==> src/rtl/hamming_weight_pkg.sv <==
// Shared definitions for the Hamming-weight datapath arbitration stage.
//   N_LANES     : default requester count
//   IDX_W       : width of a binary lane index
//   arb_state_t : arbiter FSM states
//   rr_pick     : rotating-priority pick, returns a one-hot winner (zero if no request)
package hamming_weight_pkg;

  localparam int unsigned N_LANES   = 8;
  localparam int unsigned IDX_W     = $clog2(N_LANES);
  localparam int unsigned MAX_LANES = 32;

  typedef enum logic {
    IDLE  = 1'b0,
    GRANT = 1'b1
  } arb_state_t;

  // Rotate req down by ptr, take the lowest set bit, rotate the winner back up.
  // Only the low n bits take part; n is a power of two so wrap is a mask.
  function automatic logic [MAX_LANES-1:0] rr_pick(
    input logic [MAX_LANES-1:0] req,
    input logic [4:0]           ptr,
    input int unsigned          n = N_LANES
  );
    logic [MAX_LANES-1:0] rot;
    logic [MAX_LANES-1:0] win_rot;
    logic [MAX_LANES-1:0] win;
    logic [4:0]           pos;
    logic                 found;
    rot     = '0;
    win_rot = '0;
    win     = '0;
    found   = 1'b0;
    for (int i = 0; i < int'(MAX_LANES); i++) begin
      if (i < int'(n)) begin
        pos    = 5'((32'(ptr) + 32'(i)) & (n - 32'd1));
        rot[i] = req[pos];
      end
    end
    for (int i = 0; i < int'(MAX_LANES); i++) begin
      if (!found && rot[i]) begin
        win_rot[i] = 1'b1;
        found      = 1'b1;
      end
    end
    for (int i = 0; i < int'(MAX_LANES); i++) begin
      if (i < int'(n)) begin
        pos      = 5'((32'(ptr) + 32'(i)) & (n - 32'd1));
        win[pos] = win_rot[i];
      end
    end
    return win;
  endfunction

endpackage

==> src/rtl/onehot_to_index_encoder.sv <==
// One-hot to binary index encoder (combinational).
//   onehot : N-bit one-hot (or all-zero) input
//   index  : binary position of the set bit; 0 when the input is all-zero
module onehot_to_index_encoder #(
  parameter int unsigned N = 8
) (
  input  logic [N-1:0]         onehot,
  output logic [$clog2(N)-1:0] index
);

  localparam int unsigned IW = $clog2(N);

  // OR of the indices of set bits; exact for one-hot, 0 for all-zero.
  always_comb begin
    index = '0;
    for (int i = 0; i < int'(N); i++) begin
      if (onehot[i]) index = index | IW'(i);
    end
  end

endmodule

==> src/rtl/round_robin_encoder_arbiter.sv <==
// Round-robin arbiter sharing one encoded-index path among N requesters.
// A winner is picked from a rotating priority pointer and held until its request drops;
// there is always at least one idle cycle between owners.
// Optional feature macro: GRANT_TIMEOUT_EN (forcibly revokes a grant after MAX_HOLD cycles).
// Ports:
//   clk         : clock, rising edge
//   reset       : asynchronous active-high reset
//   enable      : allows new grants; a held grant is never revoked by it
//   req         : level-sensitive request vector
//   grant       : registered one-hot grant, zero when idle
//   grant_idx   : registered binary index of grant, 0 when idle
//   grant_valid : registered, high exactly when grant is non-zero
//   timeout     : one-cycle pulse when a grant is forcibly revoked (0 without the macro)
module round_robin_encoder_arbiter
  import hamming_weight_pkg::*;
#(
  parameter int unsigned N        = 8,
  parameter int unsigned IDX_W    = $clog2(N)
`ifdef GRANT_TIMEOUT_EN
  ,
  parameter int unsigned MAX_HOLD = 16
`endif
) (
  input  logic             clk,
  input  logic             reset,
  input  logic             enable,
  input  logic [N-1:0]     req,
  output logic [N-1:0]     grant,
  output logic [IDX_W-1:0] grant_idx,
  output logic             grant_valid,
  output logic             timeout
);

  arb_state_t       state, state_nx;
  logic [IDX_W-1:0] ptr, ptr_nx;
  logic [N-1:0]     grant_nx;
  logic [IDX_W-1:0] grant_idx_nx;
  logic [N-1:0]     pick;
  logic             expire;

  // Candidate winner for the next IDLE->GRANT transition.
  assign pick = N'(rr_pick(32'(req), 5'(ptr), N));

  // Index is encoded from the next grant so both register together.
  onehot_to_index_encoder #(.N(N)) u_enc (
    .onehot (grant_nx),
    .index  (grant_idx_nx)
  );

`ifdef GRANT_TIMEOUT_EN
  localparam int unsigned HOLD_W = (MAX_HOLD > 1) ? $clog2(MAX_HOLD) : 1;

  logic [HOLD_W-1:0] hold_cnt, hold_cnt_nx;
  logic              timeout_nx;

  // Counts grant cycles already shown; zero on the entry edge.
  assign expire      = (state == GRANT) && (hold_cnt == HOLD_W'(MAX_HOLD - 1));
  assign hold_cnt_nx = (state == GRANT) ? HOLD_W'(hold_cnt + 1'b1) : '0;
  assign timeout_nx  = (state == GRANT) && expire && req[grant_idx];

  always_ff @(posedge clk or posedge reset) begin
    if (reset) begin
      hold_cnt <= '0;
      timeout  <= 1'b0;
    end else begin
      hold_cnt <= hold_cnt_nx;
      timeout  <= timeout_nx;
    end
  end
`else
  assign expire  = 1'b0;
  assign timeout = 1'b0;
`endif

  // Next-state and next-grant logic.
  always_comb begin
    state_nx = state;
    ptr_nx   = ptr;
    grant_nx = grant;
    case (state)
      IDLE: begin
        if (enable && (req != '0)) begin
          state_nx = GRANT;
          grant_nx = pick;
        end
      end
      GRANT: begin
        if (!req[grant_idx] || expire) begin
          state_nx = IDLE;
          grant_nx = '0;
          ptr_nx   = IDX_W'(32'(grant_idx) + 32'd1);
        end
      end
      default: begin
        state_nx = IDLE;
        grant_nx = '0;
      end
    endcase
  end

  // State, pointer and registered outputs.
  always_ff @(posedge clk or posedge reset) begin
    if (reset) begin
      state       <= IDLE;
      ptr         <= '0;
      grant       <= '0;
      grant_idx   <= '0;
      grant_valid <= 1'b0;
    end else begin
      state       <= state_nx;
      ptr         <= ptr_nx;
      grant       <= grant_nx;
      grant_idx   <= grant_idx_nx;
      grant_valid <= (grant_nx != '0);
    end
  end

endmodule

==> config.mk <==
export PLATFORM = sky130hd
export DESIGN_NAME = round_robin_encoder_arbiter
export DESIGN_NICKNAME = d
export VERILOG_FILES = /design/src/rtl/hamming_weight_pkg.sv /design/src/rtl/onehot_to_index_encoder.sv /design/src/rtl/round_robin_encoder_arbiter.sv
export SDC_FILE = /design/constraint.sdc
export NUM_CORES = 1
export LEC_CHECK = 0
export CORE_MARGIN = 2
export CORE_UTILIZATION = 40
export CTS_CLUSTER_SIZE = 28
export DETAILED_ROUTE_END_ITERATION = 10
export GPL_TIMING_DRIVEN = 1
export HOLD_SLACK_MARGIN = 0.15
export PLACE_DENSITY = 0.58
export RECOVER_POWER = 100
export SYNTH_ARGS = -nofsm -noshare
export SYNTH_HDL_FRONTEND = slang
export SYNTH_HIERARCHICAL = 1
export SYNTH_SLANG_ARGS = --single-unit
==> constraint.sdc <==
create_clock -name clk -period 5.1 [get_ports clk]
set_clock_uncertainty 0.2 [all_clocks]
set_input_delay 0.51 -clock clk [delete_from_list [all_inputs] [get_ports clk]]
set_output_delay 0.51 -clock clk [all_outputs]
set_load 0.005 [all_outputs]
Word-level counts from Yosys, hierarchy flattened
Index checks and enable logic that the tools add are counted.
- magnitude comparators: 17
- reductions and logical operators: 26
- $add $sub $neg: 8
- muxes and demuxes: 68
- bitwise operators: 3
- operator list (operator ; count):
    $bwmux 32 ; 7
    $lt 3x6->1 const B ; 8
    $mux 1 ; 34
    $and 32x8->32 ; 1
    $bmux 1 s3 ; 9
    $demux 1 s3 ; 8
    $ge 3x1->1 const B ; 8
    $logic_and 1x1->1 ; 16
    $mux 8 ; 2
    $pmux 8 s2 ; 1
    $reduce_bool 8->1 ; 2
    $add 3x3->3 const B ; 4
    $mux 3 ; 4
    $logic_not 1->1 ; 7
    $add 3x1->3 const B ; 2
    $add 3x2->3 const B ; 2
    $lt 3x4->1 const B ; 1
    $mux 2 ; 2
    $not 1->1 ; 2
    $pmux 1 s2 ; 1
    $reduce_and 2->1 ; 1
- output and inout bits: 13
- bits of input ports: 11
- flip-flop bits (word level): 16

Depth between registers and ports, before layout
Gate-level depths: netlist (run 1).
- depth after elaboration: 34
- mapped depth: 17
- depth with buffers taken out: 12

Cells and area by module
Netlist (run 1), hierarchy kept.
- modules (own cells, without submodules) (module ; instances ; cells an instance ; area each (um^2)):
    round_robin_encoder_arbiter ; 1 ; 296 ; 2418.6
    onehot_to_index_encoder ; 1 ; 3 ; 22.5

Least setup slack after synthesis (run 1)
Ideal clock, no wire load.
- path kind: flip-flop to flip-flop
- start: reg ptr[0]
- end: reg grant_valid
- data arrival time: 4.039 ns
- required time: 4.762 ns
- period minus slack after synthesis: 4.377 ns
- buffers on the path: 4
- path slack: 0.723 ns
- cell stages (with the launch flop): 17
- cell sequence: dfrtp_1 > buf_1 > inv_1 > clkbuf_1 > ha_1 > buf_4 > mux2_2 > nor3_2 > a2111oi_4 > o22ai_2 > and3_1 > buf_6 > or3_1 > o2111ai_2 > nand3_2 > or3_1 > or4_1
- cells in the longest elaborated chain, start to end: 28
- elaborated cells between the ends (all ways): 102
- those cells by class: 7 x add/sub; 16 x order compare; 55 x mux; 1 x bitwise; 23 x reduce/logical
- ends and longest elaborated chain (item ; line ; RTL):
    start, declared ; round_robin_encoder_arbiter.sv:35 ; logic [IDX_W-1:0] ptr, ptr_nx;
    start signal, assigned ; round_robin_encoder_arbiter.sv:111 ; ptr <= ptr_nx;
    parallel branches: the longest is 24 deep, another holds $add 3x1->3 ; n/a ;
    $bwmux 32 * ; hamming_weight_pkg.sv:48 ; win[pos] = win_rot[i];
    $mux 8 * ; round_robin_encoder_arbiter.sv:82 ; if (enable && (req != '0)) begin
    $pmux 8 s2 * ; round_robin_encoder_arbiter.sv:80 ; case (state)
    named net grant_nx[3] ; round_robin_encoder_arbiter.sv:36 ; logic [N-1:0] grant_nx;
    $reduce_bool 8->1 * ; round_robin_encoder_arbiter.sv:114 ; grant_valid <= (grant_nx != '0);
    end signal, assigned ; round_robin_encoder_arbiter.sv:114 ;
    end, declared ; round_robin_encoder_arbiter.sv:30 ; output logic grant_valid,
Mark *: on every way through the listed nets, which the timed path passes. The select of a mux whose other input is x is not followed.
A chain may end at the register's enable or synchronous reset.

Worst setup path in the final report (run 1)
- start: reg ptr[1]
- end: reg grant_valid
Same word-level chain as after synthesis.

==> results of run 1 <==
## power groups by stage
stage	sequential, mW	clock (mW)	combinational (mW)
finish	0.221	0.0929	1.86
detailed placement	0.225	0	1.82
CTS	0.224	0.0955	1.84
floorplan	0.230	0	1.35
global placement	0.228	0	1.89
global route	0.229	0.103	2.00
## kinds of logic (layout without fill, tap and decap cells)
family / Yosys count / in the layout / synth area share
simple gates: 133 / 133 / 0.271
compound gates: 71 / 71 / 0.249
mux: 33 / 33 / 0.194
buf+inv: 33 / 50 / 0.0671
flops: 16 / 16 / 0.164
fa+ha+maj: 7 / 7 / 0.0359
xor+xnor: 5 / 5 / 0.0179
other cells: 1 / 1 / 0.00154
## per-layer routing
metal  vias to the layer above  wire length [um]  share of wire  GRT usage
met1                      1246              3560           0.45      0.363
li1                       1188                 -              -          -
met3                        23               614          0.078     0.0370
met2                       168              3490           0.44      0.363
met5                         -                 0              0          0
met4                         0               234          0.030     0.0783
## placed cells by master, fill, tap and decap left out, drive strengths merged, types with 9 or more instances in the layout
master,count
a21oi,9
buf,9
dfrtp,16
dlygate4sd3,14
inv,13
mux2,9
mux2i,15
mux4,9
nand2,45
nand3,19
nor2,19
nor3,13
## per-stage QoR
stage / worst slack [ns] / area, um^2 / instances / total power, mW
2_1_floorplan: 0.723 / 2440 / 299 / 1.58
3_3_place_gp: 0.842 / 2730 / 388 / 2.12
3_5_place_dp: 0.853 / 2730 / 388 / 2.05
4_1_cts: 0.912 / 2770 / 391 / 2.16
5_1_grt: 0.656 / 2750 / 391 / 2.33
6_report: 0.869 / 2750 / 391 / 2.18
## worst max path at each step
stage / slack (ns) / end / from
6_report: 0.87 / grant_valid / ptr[1]
5_1_grt: 0.66 / grant_valid / ptr[1]
4_1_cts: 0.91 / grant_valid / ptr[1]
3_3_place_gp: 0.84 / grant_valid / req[0]
3_5_place_dp: 0.85 / grant_valid / req[5]
2_1_floorplan: 0.72 / grant_valid / ptr[0]
## worst max-delay path, delay by kind of cell, from the launching register on
family | cells | cell delay [ns]
flip-flops | 1 | 0.34
AND/OR/NAND/NOR | 4 | 1.35
multiplexers | 2 | 0.66
adder cells (fa/ha/maj) | 1 | 0.52
AO/OA/AOI/OAI | 4 | 0.95
buffers and inverters | 1 | 0.09
## cell usage after synthesis (4+ instances only)
library cell	count
a21oi_1	9
a31oi_1	4
a32oi_1	5
and2_1	4
buf_1	4
buf_4	4
clkbuf_1	7
dfrtp_1	16
ha_1	7
inv_1	13
mux2_2	8
mux2i_1	15
mux4_1	4
mux4_2	5
nand2_1	45
nand2b_1	4
nand3_1	18
nor2_1	19
nor3_1	12
nor4_1	4
o21ai_0	6
o22ai_1	4
or3_1	4
or4_1	4
## registers in the layout (all words and copies together) (netlist names)
| name | count |
|---|---|
| grant | 8 |
| grant_idx | 3 |
| grant_valid | 1 |
| ptr | 3 |
| state | 1 |
## cell type report
cell class	instances	area, um^2
fill	586	3170
inverter	13	48.8
tap	75	93.8
multi-input combinational	250	1870
clock buffer	3	41.3
sequential	16	400
timing repair buffer	34	299
==> results.md, run 1 <==
* Status: complete, no violations
* WL/cell at 20.2 um
* CP arrival at 4.15 ns
* VDD IR-drop max at 0.000543 V
* Max Cap Viol at 0
* GPL Wtd Cong at 1.01
* Crit-path slowest cell: ha_1
* Chip height at 82.1 um
* Hold Buf Count CTS at 0
* Hold path start: grant[3]
* Mapped cell area at 2440 um^2
* Initial core utilization at 0.412
* Routed Antenna Nets at 0
* Seq cells post-synth at 16
* LEAKAGE at 1.12 nW
* Number of enable flip-flop cells after synthesis at 0
* Vias/cell at 6.71
* Number of setup violations in the final report at 0
* Overall Global Routing Usage at 0.244
* Clock Latency Late Sink at 0.25 ns
* Post-DP HPWL at 6.00 mm
* First-pass GRT wire length at 12.6 mm
* Reg2Reg Setup Slack at 0.87 ns
* CTS max path bufs at 2
* Worst r2r dst: grant_valid
* Clock Power Share at 0.043
* Comb pwr share at 0.856
* Core Util, Final at 0.465
* Max-slew headroom at 0.312
* CTS tree: built
* ANT cells at 0
* Pwr/cell area at 791 nW/um^2
* Post-synthesis sequential area ratio at 0.164
* Share of the synthesized area in the top cell type at 0.164
* Count of different cell masters after synthesis at 68
* Vias at 2625
* # IOs at 24
* Worst Path Max Fanout at 8
* Ys async rst share at 1.00
* Global route overflow at 0
* Share of cells above drive strength 1 at 0.114
* CP cell instances: inv_1 > ha_1 > mux2_1 > and3_1 > a2111oi_4 > mux2i_1 > a32oi_1 > a31oi_1 > o2111ai_1 > nand4_1 > or3_1 > or4_1
* Largest net degree at the start of global routing at 42
* Post-synth top area cell: dfrtp_1
* WS Path Type: flop to flop
* CTS Root Cell: clkbuf_8
* Achievable frequency at 0.236 GHz
* Setup Buffers After CTS at 0
* RR Startpoint: ptr[1]
* Clock period minus final worst setup slack at 4.23 ns
* Reg2reg path depth at 12
* Worst Tran Pin Value at 1.03 ns
* CP Launch Type: flop
* Min-Delay Path Depth at 2
* Int Power at 0.961 mW
* Clk slew on worst S/H paths at 0.06 ns
* WL final at 7.91 mm
* CP max stage delay at 0.52 ns
* Req. time, crit path at 5.02 ns
* Unrepaired setup endpoints after global routing: no
* Top FF cell, synth: dfrtp_1
* Initial antenna violation count at 0
* Worst hold slack at 0.346 ns
* Final net count at 336
* Synth top area cells: dfrtp_1 16%, nand2_1 6.9%, mux2i_1 6.2%
* Number of global-route vias before repair at 2365
* 1st-pass router iterations at 6
* Critical path endpoint category: flop
* Core area at 5920 um^2
* Post-synth net total at 317
* CTS Sinks at 16
* Post_cts resized at 0
* Setup TNS Final at 0 ns
* Layout area overhead at 12.8%
* Die footprint at 6740 um^2
* Final Cycle Share at 0.830
* Htree depth at 1
* Hold path endpoint: grant[3]
* Drt first-iter violations at 462
* Sequential Power Share at 0.102
* Post-Syn Instances at 299
* Switch Pwr at 1.22 mW
* Avg Synthesized Cell Area at 8.16 um^2
* Die X at 82.1 um
* Syn. warnings at 6
* Max-slew violation count at 0
* Fin. Hold Viols at 0
* DRC viols at 0
* Min-delay worst type: flop to flop
* Port Buffers at 22
* Row count at 28
* Sw Ratio at 0.559
* Num CTS Buffers at 3
Note: power is estimated with default switching activity, not from simulation.
==> run 2: changes to the inputs <==
==> constraint.sdc (replaced) <==
create_clock -name clk -period 4.4 [get_ports clk]
set_clock_uncertainty 0.2 [all_clocks]
set_input_delay 0.44 -clock clk [delete_from_list [all_inputs] [get_ports clk]]
set_output_delay 0.44 -clock clk [all_outputs]
set_load 0.005 [all_outputs]
==> run 2 against run 1 <==
Global-route usage rose by 1.4 points. Clock-buffer cell count unchanged. Via count shrank 1.4%. Sequential share of layout area decreased by 0.053 points. Utilization rose by 0.17 points. Critical endpoint unchanged. Highest routed layer unchanged. Critical path type unchanged. Total power rose by 18%. Die area stayed put.
==> results.md, run 2 (synthesis gave the netlist of run 1 again) <==
* Die footprint at 6740 um^2
* Worst path depth at 13
* VDD IR-drop max at 0.000523 V
* Max Cap Viol at 0
* Most used cell, CP: mux2i_1
* Clock Latency Late Sink at 0.24 ns
* Clock period minus final worst setup slack at 4.11 ns
* Global route overflow at 0
* ANT cells at 0
* Chip height at 82.1 um
* Most frequent cells in the layout: 45 x nand2_1, 19 x nor2_1, 19 x nand3_1, 16 x dfrtp_1, 15 x mux2i_1
* Number of setup violations in the final report at 0
* Crit-path slowest cell: ha_1
* Port Buffers at 22
* CP arrival at 4.03 ns
* Top flop regs: grant: 8 flops, grant_idx: 3 flops, ptr: 3 flops
* WL/cell at 21.0 um
* Inst Count DP at 388
* Drt first-iter violations at 326
* GPL Wtd Cong at 1.00
* Vias at 2588
* Largest net degree at the start of global routing at 42
* Commonest non-fill, non-tap cell in the layout: nand2_1
* CTS Root Cell: clkbuf_8
* DRC viols at 0
* Hold Buf Count CTS at 0
* Initial antenna violation count at 0
* Die X at 82.1 um
* Routed Antenna Nets at 0
* Setup TNS Final at 0 ns
* CTS Sinks at 16
* Setup Buffers After CTS at 0
* Req. time, crit path at 4.32 ns
* Achievable frequency at 0.243 GHz
* Final net count at 336
* Initial core utilization at 0.412
* CTS tree: built
* Num CTS Buffers at 3
* First-pass GRT wire length at 13.2 mm
* Min-delay worst type: flop to flop
* Worst Tran Pin Value at 0.812 ns
* Largest reg by FF count: grant
* 1st-pass router iterations at 5
* Fin. Hold Viols at 0
* Core area at 5920 um^2
* Vias/cell at 6.62
* Max-slew headroom at 0.454
* Post_cts resized at 0
* Min-Delay Path Depth at 2
* Final Cycle Share at 0.934
* CP max stage delay at 0.50 ns
* Unrepaired setup endpoints after global routing: no
* Largest delay contributor family on the critical path: simple AND/OR/NAND/NOR gates
* Status: complete, no violations
* # IOs at 24
* Max reg flops at 8
* Worst Path Max Fanout at 8
* Number of global-route vias before repair at 2399
* Reg2reg path depth at 13
* CP Launch Type: flop
* Pwr/cell area at 931 nW/um^2
* CTS max path bufs at 2
* Htree depth at 1
* Max-slew violation count at 0
* WS Path Type: flop to flop
* Overall Global Routing Usage at 0.259
* Layout area overhead at 13.2%
* LEAKAGE at 1.12 nW
* Worst hold slack at 0.365 ns
* WL final at 8.20 mm
* Filler Cell Count at 605
* Row count at 28
* CP cell instances: inv_1 > ha_1 > mux2i_1 > nor3_1 > a2111oi_4 > mux2i_1 > clkbuf_1 > nand3_1 > o21ai_0 > o2111ai_1 > o311ai_0 > or3_1 > or4_1
* Clk slew on worst S/H paths at 0.06 ns
* Share of cells above drive strength 1 at 0.123
* Post-DP HPWL at 6.22 mm
* Non-Filler Instances at 391
* CP bufs+invs at 2
* Critical path endpoint category: flop
==> run 2: layout make-up <==
cell class | count | area, um^2 | share of cell area
Multi-Input combinational cell | 250 | 1870 | 0.678
Tap cell | 75 | 93.8 | 0.0340
Sequential cell | 16 | 400 | 0.145
Clock buffer | 3 | 41.3 | 0.0149
Timing Repair Buffer | 34 | 307 | 0.111
Inverter | 13 | 48.8 | 0.0177
==> run 2: per-stage QoR <==
| stage | area (um^2) | utilization | setup slack (ns) | total power, mW |
|---|---|---|---|---|
| finish | 2760 | 0.467 | 0.291 | 2.57 |
| global route | 2760 | 0.467 | 0.0695 | 2.76 |
| CTS | 2770 | 0.468 | 0.379 | 2.54 |
| detailed placement | 2730 | 0.461 | 0.232 | 2.42 |
| global placement | 2730 | 0.461 | 0.216 | 2.45 |
| floorplan | 2440 | - | 0.0228 | 1.83 |
==> run 2: where the power goes <==
part           switching, mW  leakage, nW  internal [mW]
registers             0.0463        0.201          0.211
logic                   1.35        0.895          0.862
clock network         0.0466       0.0216         0.0606
total                   1.44         1.12           1.13
==> run 2: path summary, 6_finish.rpt <==
kind	from	to	slack [ns]
setup / recovery	ptr[1]	grant_valid	0.29
hold / removal	grant[3]	grant[3]	0.37
setup reg to reg	ptr[1]	grant_valid	0.29
hold reg to reg	grant[3]	grant[3]	0.37
max in group asynchronous	reset	grant[2]	3.11
min in group asynchronous	reset	grant[5]	0.50
==> run 2: worst register-to-register path, stage by stage, from the launching register on <==
cell	delay [ns]
dfrtp_1	0.34
inv_1	0.08
ha_1	0.50
mux2i_1	0.50
nor3_1	0.17
a2111oi_4	0.35
mux2i_1	0.17
clkbuf_1	0.19
nand3_1	0.11
o21ai_0	0.09
o2111ai_1	0.22
o311ai_0	0.26
or3_1	0.37
or4_1	0.46
==> run 2: layer usage <==
layer	track usage	up-vias	routed length, um
li1	-	1191	-
met2	0.393	144	3690
met5	0	-	0
met3	0.0228	10	559
met1	0.407	1243	3880
met4	0.0317	0	75
==> run 3: changes to the inputs <==
--- a/config.mk
+++ b/config.mk
@@ -13,6 +13,7 @@
 export HOLD_SLACK_MARGIN = 0.15
 export PLACE_DENSITY = 0.58
 export RECOVER_POWER = 100
+export SKIP_CTS_REPAIR_TIMING = 1
 export SYNTH_ARGS = -nofsm -noshare
 export SYNTH_HDL_FRONTEND = slang
 export SYNTH_HIERARCHICAL = 1
==> results of run 3 <==
No change in the layout: final DEF, timing and power equal those of run 2.
